==> src/rtl/ecc_ram_op_sequencer_if.sv <==
// ecc_ram_op_sequencer_if
//   Bundles every non-clock signal of the ECC operand-RAM microsequencer.
//   Control side : start, start_pc -> busy, done, err
//   Program ROM  : prog_addr -> prog_data (1-cycle registered ROM)
//   RAM port a   : a_w, a_adbus, a_data_in -> a_data_out (1-cycle read)
//   RAM port b   : b_w, b_adbus -> b_data_out (read only)
//   Arith unit   : unit_start, unit_op, opnd_a, opnd_b -> unit_done, unit_result
//   modport master : the sequencer itself
//   modport slave  : everything around it (control, ROM, RAM, unit)
interface ecc_ram_op_sequencer_if #(
    parameter int unsigned DATA = 256,
    parameter int unsigned ADDR = 6,
    parameter int unsigned PC_W = 8
);
    logic            start;
    logic [PC_W-1:0] start_pc;
    logic            busy;
    logic            done;
    logic            err;

    logic [PC_W-1:0] prog_addr;
    logic [19:0]     prog_data;

    logic            a_w;
    logic [ADDR-1:0] a_adbus;
    logic [DATA-1:0] a_data_in;
    logic [DATA-1:0] a_data_out;

    logic            b_w;
    logic [ADDR-1:0] b_adbus;
    logic [DATA-1:0] b_data_out;

    logic            unit_start;
    logic [1:0]      unit_op;
    logic [DATA-1:0] opnd_a;
    logic [DATA-1:0] opnd_b;
    logic            unit_done;
    logic [DATA-1:0] unit_result;

    modport master (
        input  start, start_pc, prog_data, a_data_out, b_data_out,
               unit_done, unit_result,
        output busy, done, err, prog_addr, a_w, a_adbus, a_data_in,
               b_w, b_adbus, unit_start, unit_op, opnd_a, opnd_b
    );

    modport slave (
        output start, start_pc, prog_data, a_data_out, b_data_out,
               unit_done, unit_result,
        input  busy, done, err, prog_addr, a_w, a_adbus, a_data_in,
               b_w, b_adbus, unit_start, unit_op, opnd_a, opnd_b
    );
endinterface

==> src/rtl/ecc_ram_op_sequencer.sv <==
// ecc_ram_op_sequencer
//   Microsequencer for the ECC datapath. Fetches 20-bit instructions
//   {op, dst, srcA, srcB} from an external program ROM, reads two operands
//   from the shared dual-port operand RAM, launches the field arithmetic
//   unit and writes its result back through RAM port a.
//   Opcodes: 00 END, 01 MUL, 10 ADD, 11 SQR (SQR squares RAM[srcA]).
//   Ports:
//     i_clk  : clock, all state changes on rising edge
//     i_rst  : asynchronous active-high reset
//     io_seq : ecc_ram_op_sequencer_if.master (control, ROM, RAM, unit)
//   All outputs are registered; b_w is tied low.
module ecc_ram_op_sequencer #(
    parameter int unsigned DATA    = 256,
    parameter int unsigned ADDR    = 6,
    parameter int unsigned PC_W    = 8,
    parameter int unsigned TIMEOUT = 1024
) (
    input  logic                   i_clk,
    input  logic                   i_rst,
    ecc_ram_op_sequencer_if.master io_seq
);

    localparam int unsigned WD_W = (TIMEOUT > 2) ? $clog2(TIMEOUT) : 1;
    localparam logic [WD_W-1:0] WD_LAST = WD_W'(TIMEOUT - 1);

    typedef enum logic [2:0] {
        S_IDLE, S_FETCH, S_DECODE, S_READ, S_EXEC, S_WAIT, S_WRITE, S_DONE
    } state_e;

    typedef enum logic [1:0] {
        OP_END = 2'b00,
        OP_MUL = 2'b01,
        OP_ADD = 2'b10,
        OP_SQR = 2'b11
    } op_e;

    state_e          r_state, w_state_n;
    logic [PC_W-1:0] r_pc, w_pc_n;
    logic [1:0]      r_op, w_op_n;
    logic [5:0]      r_dst, w_dst_n;
    logic [WD_W-1:0] r_wdog, w_wdog_n;
    logic            r_busy, w_busy_n;
    logic            r_done, w_done_n;
    logic            r_err, w_err_n;
    logic            r_a_w, w_a_w_n;
    logic [ADDR-1:0] r_a_adbus, w_a_adbus_n;
    logic [DATA-1:0] r_a_data_in, w_a_data_in_n;
    logic [ADDR-1:0] r_b_adbus, w_b_adbus_n;
    logic            r_unit_start, w_unit_start_n;
    logic [1:0]      r_unit_op, w_unit_op_n;
    logic [DATA-1:0] r_opnd_a, w_opnd_a_n;
    logic [DATA-1:0] r_opnd_b, w_opnd_b_n;

    always_ff @(posedge i_clk or posedge i_rst) begin
        if (i_rst) begin
            r_state      <= S_IDLE;
            r_pc         <= '0;
            r_op         <= '0;
            r_dst        <= '0;
            r_wdog       <= '0;
            r_busy       <= 1'b0;
            r_done       <= 1'b0;
            r_err        <= 1'b0;
            r_a_w        <= 1'b0;
            r_a_adbus    <= '0;
            r_a_data_in  <= '0;
            r_b_adbus    <= '0;
            r_unit_start <= 1'b0;
            r_unit_op    <= '0;
            r_opnd_a     <= '0;
            r_opnd_b     <= '0;
        end else begin
            r_state      <= w_state_n;
            r_pc         <= w_pc_n;
            r_op         <= w_op_n;
            r_dst        <= w_dst_n;
            r_wdog       <= w_wdog_n;
            r_busy       <= w_busy_n;
            r_done       <= w_done_n;
            r_err        <= w_err_n;
            r_a_w        <= w_a_w_n;
            r_a_adbus    <= w_a_adbus_n;
            r_a_data_in  <= w_a_data_in_n;
            r_b_adbus    <= w_b_adbus_n;
            r_unit_start <= w_unit_start_n;
            r_unit_op    <= w_unit_op_n;
            r_opnd_a     <= w_opnd_a_n;
            r_opnd_b     <= w_opnd_b_n;
        end
    end

    // Outputs are registered, so each transition computes the value the
    // outputs must show in the destination state. Pulses (done, a_w,
    // unit_start) default low and are raised only on the entering edge.
    always_comb begin
        w_state_n      = r_state;
        w_pc_n         = r_pc;
        w_op_n         = r_op;
        w_dst_n        = r_dst;
        w_wdog_n       = r_wdog;
        w_busy_n       = r_busy;
        w_done_n       = 1'b0;
        w_err_n        = r_err;
        w_a_w_n        = 1'b0;
        w_a_adbus_n    = r_a_adbus;
        w_a_data_in_n  = r_a_data_in;
        w_b_adbus_n    = r_b_adbus;
        w_unit_start_n = 1'b0;
        w_unit_op_n    = r_unit_op;
        w_opnd_a_n     = r_opnd_a;
        w_opnd_b_n     = r_opnd_b;

        case (r_state)
            S_IDLE: begin
                if (io_seq.start) begin
                    w_pc_n    = io_seq.start_pc;
                    w_busy_n  = 1'b1;
                    w_err_n   = 1'b0;
                    w_state_n = S_FETCH;
                end
            end
            S_FETCH: begin
                w_state_n = S_DECODE;
            end
            S_DECODE: begin
                // Source addresses come straight from the ROM word so the
                // RAM sees them one cycle earlier; only op/dst are kept.
                w_op_n  = io_seq.prog_data[19:18];
                w_dst_n = io_seq.prog_data[17:12];
                if (op_e'(io_seq.prog_data[19:18]) == OP_END) begin
                    w_busy_n  = 1'b0;
                    w_done_n  = 1'b1;
                    w_state_n = S_DONE;
                end else begin
                    w_a_adbus_n = ADDR'(io_seq.prog_data[11:6]);
                    w_b_adbus_n = ADDR'(io_seq.prog_data[5:0]);
                    w_state_n   = S_READ;
                end
            end
            S_READ: begin
                w_state_n = S_EXEC;
            end
            S_EXEC: begin
                w_opnd_a_n     = io_seq.a_data_out;
                w_opnd_b_n     = (op_e'(r_op) == OP_SQR) ? io_seq.a_data_out
                                                         : io_seq.b_data_out;
                w_unit_op_n    = r_op;
                w_unit_start_n = 1'b1;
                w_wdog_n       = '0;
                w_state_n      = S_WAIT;
            end
            S_WAIT: begin
                if (io_seq.unit_done) begin
                    w_a_w_n       = 1'b1;
                    w_a_adbus_n   = ADDR'(r_dst);
                    w_a_data_in_n = io_seq.unit_result;
                    w_state_n     = S_WRITE;
                end else if (r_wdog == WD_LAST) begin
                    w_err_n   = 1'b1;
                    w_busy_n  = 1'b0;
                    w_done_n  = 1'b1;
                    w_state_n = S_DONE;
                end else begin
                    w_wdog_n = r_wdog + 1'b1;
                end
            end
            S_WRITE: begin
                // Running off the end of program memory is an error, not a wrap.
                if (r_pc == '1) begin
                    w_err_n   = 1'b1;
                    w_busy_n  = 1'b0;
                    w_done_n  = 1'b1;
                    w_state_n = S_DONE;
                end else begin
                    w_pc_n    = r_pc + 1'b1;
                    w_state_n = S_FETCH;
                end
            end
            S_DONE: begin
                w_state_n = S_IDLE;
            end
            default: begin
                w_state_n = S_IDLE;
            end
        endcase
    end

    assign io_seq.busy       = r_busy;
    assign io_seq.done       = r_done;
    assign io_seq.err        = r_err;
    assign io_seq.prog_addr  = r_pc;
    assign io_seq.a_w        = r_a_w;
    assign io_seq.a_adbus    = r_a_adbus;
    assign io_seq.a_data_in  = r_a_data_in;
    assign io_seq.b_w        = 1'b0;
    assign io_seq.b_adbus    = r_b_adbus;
    assign io_seq.unit_start = r_unit_start;
    assign io_seq.unit_op    = r_unit_op;
    assign io_seq.opnd_a     = r_opnd_a;
    assign io_seq.opnd_b     = r_opnd_b;

endmodule
==> src/flat_wrapper.sv <==
// flat-port wrapper written by rule: the top's interface ports become plain ports
module ecc_ram_op_sequencer_flat 
#(
    parameter int unsigned DATA    = 256,
    parameter int unsigned ADDR    = 6,
    parameter int unsigned PC_W    = 8,
    parameter int unsigned TIMEOUT = 1024
)
  (i_clk, i_rst, io_seq_start, io_seq_start_pc, io_seq_prog_data, io_seq_a_data_out, io_seq_b_data_out, io_seq_unit_done, io_seq_unit_result, io_seq_busy, io_seq_done, io_seq_err, io_seq_prog_addr, io_seq_a_w, io_seq_a_adbus, io_seq_a_data_in, io_seq_b_w, io_seq_b_adbus, io_seq_unit_start, io_seq_unit_op, io_seq_opnd_a, io_seq_opnd_b);
  ecc_ram_op_sequencer_if #(.DATA(DATA), .ADDR(ADDR), .PC_W(PC_W)) io_seq_i ();
  input  logic i_clk;
  input  logic i_rst;
  input wire logic [$bits(io_seq_i.start)-1:0] io_seq_start;
  input wire logic [$bits(io_seq_i.start_pc)-1:0] io_seq_start_pc;
  input wire logic [$bits(io_seq_i.prog_data)-1:0] io_seq_prog_data;
  input wire logic [$bits(io_seq_i.a_data_out)-1:0] io_seq_a_data_out;
  input wire logic [$bits(io_seq_i.b_data_out)-1:0] io_seq_b_data_out;
  input wire logic [$bits(io_seq_i.unit_done)-1:0] io_seq_unit_done;
  input wire logic [$bits(io_seq_i.unit_result)-1:0] io_seq_unit_result;
  output wire logic [$bits(io_seq_i.busy)-1:0] io_seq_busy;
  output wire logic [$bits(io_seq_i.done)-1:0] io_seq_done;
  output wire logic [$bits(io_seq_i.err)-1:0] io_seq_err;
  output wire logic [$bits(io_seq_i.prog_addr)-1:0] io_seq_prog_addr;
  output wire logic [$bits(io_seq_i.a_w)-1:0] io_seq_a_w;
  output wire logic [$bits(io_seq_i.a_adbus)-1:0] io_seq_a_adbus;
  output wire logic [$bits(io_seq_i.a_data_in)-1:0] io_seq_a_data_in;
  output wire logic [$bits(io_seq_i.b_w)-1:0] io_seq_b_w;
  output wire logic [$bits(io_seq_i.b_adbus)-1:0] io_seq_b_adbus;
  output wire logic [$bits(io_seq_i.unit_start)-1:0] io_seq_unit_start;
  output wire logic [$bits(io_seq_i.unit_op)-1:0] io_seq_unit_op;
  output wire logic [$bits(io_seq_i.opnd_a)-1:0] io_seq_opnd_a;
  output wire logic [$bits(io_seq_i.opnd_b)-1:0] io_seq_opnd_b;
  assign io_seq_i.start = io_seq_start;
  assign io_seq_i.start_pc = io_seq_start_pc;
  assign io_seq_i.prog_data = io_seq_prog_data;
  assign io_seq_i.a_data_out = io_seq_a_data_out;
  assign io_seq_i.b_data_out = io_seq_b_data_out;
  assign io_seq_i.unit_done = io_seq_unit_done;
  assign io_seq_i.unit_result = io_seq_unit_result;
  assign io_seq_busy = io_seq_i.busy;
  assign io_seq_done = io_seq_i.done;
  assign io_seq_err = io_seq_i.err;
  assign io_seq_prog_addr = io_seq_i.prog_addr;
  assign io_seq_a_w = io_seq_i.a_w;
  assign io_seq_a_adbus = io_seq_i.a_adbus;
  assign io_seq_a_data_in = io_seq_i.a_data_in;
  assign io_seq_b_w = io_seq_i.b_w;
  assign io_seq_b_adbus = io_seq_i.b_adbus;
  assign io_seq_unit_start = io_seq_i.unit_start;
  assign io_seq_unit_op = io_seq_i.unit_op;
  assign io_seq_opnd_a = io_seq_i.opnd_a;
  assign io_seq_opnd_b = io_seq_i.opnd_b;
  ecc_ram_op_sequencer #(.DATA(DATA), .ADDR(ADDR), .PC_W(PC_W), .TIMEOUT(TIMEOUT)) u_core (.i_clk(i_clk), .i_rst(i_rst), .io_seq(io_seq_i));
endmodule
==> config.mk <==
export PLATFORM = sky130hd
export DESIGN_NAME = ecc_ram_op_sequencer_flat
export DESIGN_NICKNAME = d
export VERILOG_FILES = /design/src/rtl/ecc_ram_op_sequencer_if.sv /design/src/rtl/ecc_ram_op_sequencer.sv /design/src/flat_wrapper.sv
export SDC_FILE = /design/constraint.sdc
export NUM_CORES = 2
export LEC_CHECK = 0
export CAP_MARGIN = 5
export CORE_AREA = 2 2 630 632
export CTS_CLUSTER_DIAMETER = 80
export DETAILED_ROUTE_END_ITERATION = 8
export DIE_AREA = 0 0 632 634
export MAX_ROUTING_LAYER = met4
export PLACE_DENSITY = 0.3
export SLEW_MARGIN = 20
export SYNTH_ARGS = -nofsm -noshare
export SYNTH_HDL_FRONTEND = slang
export SYNTH_SLANG_ARGS = --single-unit
==> constraint.sdc <==
create_clock -name i_clk -period 58.3 [get_ports i_clk]
set_input_delay 8.745 -clock i_clk [delete_from_list [all_inputs] [get_ports i_clk]]
set_output_delay 8.745 -clock i_clk [all_outputs]
set_load 0.02 [all_outputs]
== Yosys cells after proc, flatten, opt, wreduce, memory -nomap -nowiden ==
Cells that the tools add are included.
Operators by class
  muxes and demuxes: 35
  equal/unequal tests: 20
  reductions and logical operators: 15
  add/sub/neg operators: 2
  bitwise logic cells: 1
Operator list (count)
  256-bit 2-to-1 mux: 1
  3-bit one-hot mux with 8 select lines: 1
  10-bit 2-to-1 mux: 2
  10-bit one-hot mux with 2 select lines: 1
  1-bit 2-to-1 mux: 16
  8-bit 2-to-1 mux: 2
  8-bit one-hot mux with 2 select lines: 1
  3-bit 2-to-1 mux: 5
  3-bit == test (second input constant): 4
  6-bit 2-to-1 mux: 2
  2-bit inequality test (second input constant): 6
  6-bit one-hot mux with 2 select lines: 1
  10-bit by 1-bit adder with 10-bit output (second input constant): 1
  10-bit == test (second input constant): 1
  3-bit AND reduction: 3
  8-bit by 1-bit adder with 8-bit output (second input constant): 1
  8-bit == test (second input constant): 1
  3-bit by 2-bit == test with 1-bit output (second input constant): 2
  2-bit by 1-bit inequality test with 1-bit output (second input constant): 3
  1-bit one-hot mux with 3 select lines: 2
  2-bit AND reduction: 3
  6-bit AND reduction: 1
  2-bit nonzero test: 3
  5-bit AND reduction: 1
  other kinds (9): 9
Storage, ports and cells
  output and inout port bits: 796
  register bits after elaboration: 816
  input port bits: 800

== Depth between registers and ports, before layout ==
  depth after elaboration: 4
  mapped depth: 9

== Worst setup path after synthesis ==
Ideal clock, no wire load.
  kind: input to register
  start: input io_seq_start
  end: register u_core.r_pc[0] (netlist: u_core.io_seq.prog_addr[0])
  arrival: 9.747 ns
  path slack: 48.422 ns
  setup time: 0.131 ns
  path buffers: 1
  stages on the path: 5
  cells stage by stage: or3b_2 a21oi_1 buf_2 and3_2 o21ai_0
Between the ends
  word-level cells in the longest chain between the ends: 2
RTL lines
  start, declared: RTL line flat_wrapper.sv:13  | input wire logic [$bits(io_seq_i.start)-1:0] io_seq_start;
  2-bit inequality test (no line)
  3-bit AND reduction (no line)
  end signal, assigned: RTL line ecc_ram_op_sequencer.sv:74  | r_pc <= w_pc_n;
  end, declared: RTL line ecc_ram_op_sequencer.sv:38  | logic [PC_W-1:0] r_pc, w_pc_n;
Every way passes these cells.
A chain may end at the register's enable or synchronous reset.

==> run summary <==
status = completed
initial antenna violation count = 128
slowest stage delay, CP = 790 ps
Rows = 231
post-CTS setup buffer count = 0
grt total ovfl = 0
Syn Inst Count = 3816
total iterations of the first detailed-routing run = 5
share of layout cells above drive strength 1 = 5.48%
WS Path Type = in -> async
RSZ-0062 raised after global routing = false
top cells by area, synth = dfrtp_1 62%, nand2_1 24%, a31oi_1 5.3%, nor2_1 3.1%, buf_2 1.4%
met2 usage = 27.4%
Hold Buf Count CTS = 0
fmax = 76.5 MHz
CTS max path bufs = 4
CTS Root Cell = clkbuf_16
H-tree depth = 4
Mapped Area = 33000 µm²
Finished Core Util = 15.1%
largest net degree at the start of global routing = 182
Post-synth EDFFs = 0
DR vias = 33500
post-route ant nets = 0
crit-path max FO = 141
Num CTS Buffers = 138
synth cell count leaders = 2087 x nand2_1, 816 x dfrtp_1, 278 x a31oi_1
Arr. time, crit path = 13880 ps
area delta synth->final = 80.6%
Period minus WS final = 13070 ps
# IOs = 1596
DRT Wirelength = 297000 µm
clk_lat worst skew = 820 ps
Syn. warnings = 0
max cap viols = 0
nets = 6150
Worst Path Required = 59100 ps
ys flop type = dfrtp_1
worst hold stages = 2
setup tns final = 0 ps
cell with the most instances after synthesis = nand2_1
number of port buffers = 1594
Multi-input gate area = 11400 µm²
DRC = 0
register area = 20400 µm²
die area = 401000 µm²
Async S/R FF share, synth = 100%
Core Area = 394000 µm²
register area share after synthesis = 61.8%
met1 Use GR = 13.8%
gpl congestion = 0.925
GRT Max-Usage Layer = met2
Pleak = 25.0 nW
per-cell routed wire length = 27.5 µm
# setup viols final = 0
Worst Tran Pin Value = 1230 ps
Hold Crit Class = reg -> reg
Vias/cell = 3.10
Die Wd = 632 µm
synth unique cells = 54
vias in the first global route = 35000
max_slew headroom = 17.8%
Resized cells post-CTS = 0
Clk pin slew, worst setup/hold paths = 50 ps
starting density of the core = 8.38%
Worst VDD drop = 20.2 µV
global-route wire length before repair = 377000 µm
clock skew = 55.8 ps
cell mode on critical path = buf_4
Syn Area/Cell = 8.65 µm²
FILL cells = 44800
CP max stage cell = buf_4
CTS tree = yes
pwr dens = 61.9 nW/µm²
Period Utilization, post-route = 22.4%
Slew Viols, Final = 0
Reg2Reg Depth = 8
clock sink count = 816
Seq cells post-synth = 816
Crit. End Element = asynchronous set/reset pin
initial drt markers = 1717
GR Util met3 = 6.03%
Fin. Hold Viols = 0
hpwl dp = 243000 µm
die span in y = 634 µm
crit-path cells = clkdlybuf4s50_1, inv_8, buf_4, buf_4, buf_4, buf_12, buf_4
critical path startpoint category = input pin
Synth Net Count = 4618
biggest area consumer among synthesized cells = dfrtp_1
Yosys top cell area share = 61.8%
gr usage total = 14.7%
registers in the layout, summed over array words and instances, names as in the netlist, 6 cells and up:
register	cells
u_core.io_seq.prog_addr	8
u_core.r_dst	6
u_core.io_seq.opnd_a	256
u_core.io_seq.b_adbus	6
u_core.io_seq.a_data_in	256
u_core.io_seq.opnd_b	256
u_core.io_seq.a_adbus	6
u_core.r_wdog	10
worst paths after layout:
| path | startpoint | endpoint | slack [ps] |
|---|---|---|---|
| hold reg to reg | u_core.io_seq.a_data_in[243]$_DFFE_PP0P_ | u_core.io_seq.a_data_in[243]$_DFFE_PP0P_ | 470 |
| setup / recovery | i_rst | u_core.io_seq.a_data_in[249]$_DFFE_PP0P_ | 45230 |
| min in group asynchronous | i_rst | u_core.io_seq.opnd_b[78]$_DFFE_PP0P_ | 8470 |
| setup reg to reg | u_core.r_state[2]$_DFFE_PP0P_ | u_core.io_seq.opnd_a[153]$_DFFE_PP0P_ | 53400 |
| max in group i_clk | io_seq_unit_done | u_core.io_seq.a_data_in[224]$_DFFE_PP0P_ | 46540 |
| hold / removal | u_core.io_seq.a_data_in[243]$_DFFE_PP0P_ | u_core.io_seq.a_data_in[243]$_DFFE_PP0P_ | 470 |
layout make-up:
class                   instances  area share, %
diodes                         89          0.374
clock inverters                52           1.18
repair buffers               1637           27.3
flip-flops and latches        816           34.3
well taps                    5242           11.0
clock buffers                 193           6.58
multi-input cells            2745           19.2
inverters                      10          0.101
cells by family after synthesis:
group / count (synthesis) / share of synthesized area [%]
buffers and inverters: 255 / 3.61
adder cells (fa/ha/maj): 2 / 0.0758
other: 1 / 0.0114
AND/OR/NAND/NOR: 2406 / 27.8
flip-flops: 816 / 61.8
multiplexers: 14 / 0.477
XOR/XNOR: 1 / 0.0265
AO/OA/AOI/OAI: 321 / 6.13
per-layer routing:
| metal | vias to the layer above | wire length, µm |
|---|---|---|
| met2 | 1342 | 160000 |
| met1 | 16500 | 99300 |
| met3 | 334 | 28500 |
| li1 | 15300 | - |
| met5 | - | 0 |
| met4 | 0 | 9560 |
placed cells by master (no fill, tap or decap), types with 2 or more instances in the layout:
| cell | n |
|---|---|
| a21oi_1 | 9 |
| a31oi_1 | 278 |
| and2_4 | 2 |
| and3_1 | 2 |
| and3b_1 | 3 |
| buf_12 | 4 |
| buf_4 | 47 |
| bufinv_16 | 12 |
| clkbuf_1 | 31 |
| clkbuf_16 | 140 |
| clkbuf_8 | 22 |
| clkdlybuf4s50_1 | 1585 |
| clkinv_2 | 11 |
| clkinv_4 | 5 |
| clkinv_8 | 5 |
| clkinvlp_4 | 11 |
| dfrtp_1 | 816 |
| diode_2 | 89 |
| ha_1 | 2 |
| inv_1 | 6 |
| inv_6 | 7 |
| inv_8 | 3 |
| mux2_2 | 14 |
| nand2_1 | 2086 |
| nand2b_1 | 4 |
| nand3_1 | 12 |
| nand3b_1 | 2 |
| nand4_1 | 3 |
| nor2_1 | 269 |
| nor3_1 | 3 |
| nor4_1 | 4 |
| o21ai_0 | 16 |
| o22ai_1 | 2 |
| o31ai_1 | 2 |
| or3_1 | 4 |
through the flow:
stage / instance area [µm²] / hold slack [ps] / std cells / power (W) / worst slack, ps
2_1_floorplan: 33000 / 458 / 3816 / 0.00176 / 26640
3_3_place_gp: 54800 / 457 / 10500 / 0.00291 / 44070
3_5_place_dp: 54800 / 461 / 10500 / 0.00290 / 44090
4_1_cts: 59400 / 472 / 10700 / 0.00382 / 45030
5_1_grt: 59600 / 490 / 10800 / 0.00393 / 44550
6_report: 59600 / 470 / 10800 / 0.00369 / 45230
where the power goes:
group          leakage (nW)  internal [W]  switching, W
Clock                  2.23      0.000526      0.000339
Combinational          13.1      0.000651       0.00114
Sequential             9.70      0.000835      0.000202
worst max-delay path: cells and delay by family:
kind     cells  cell delay [ps]
buf+inv      7             4520
(Power assumes the default switching activity.)
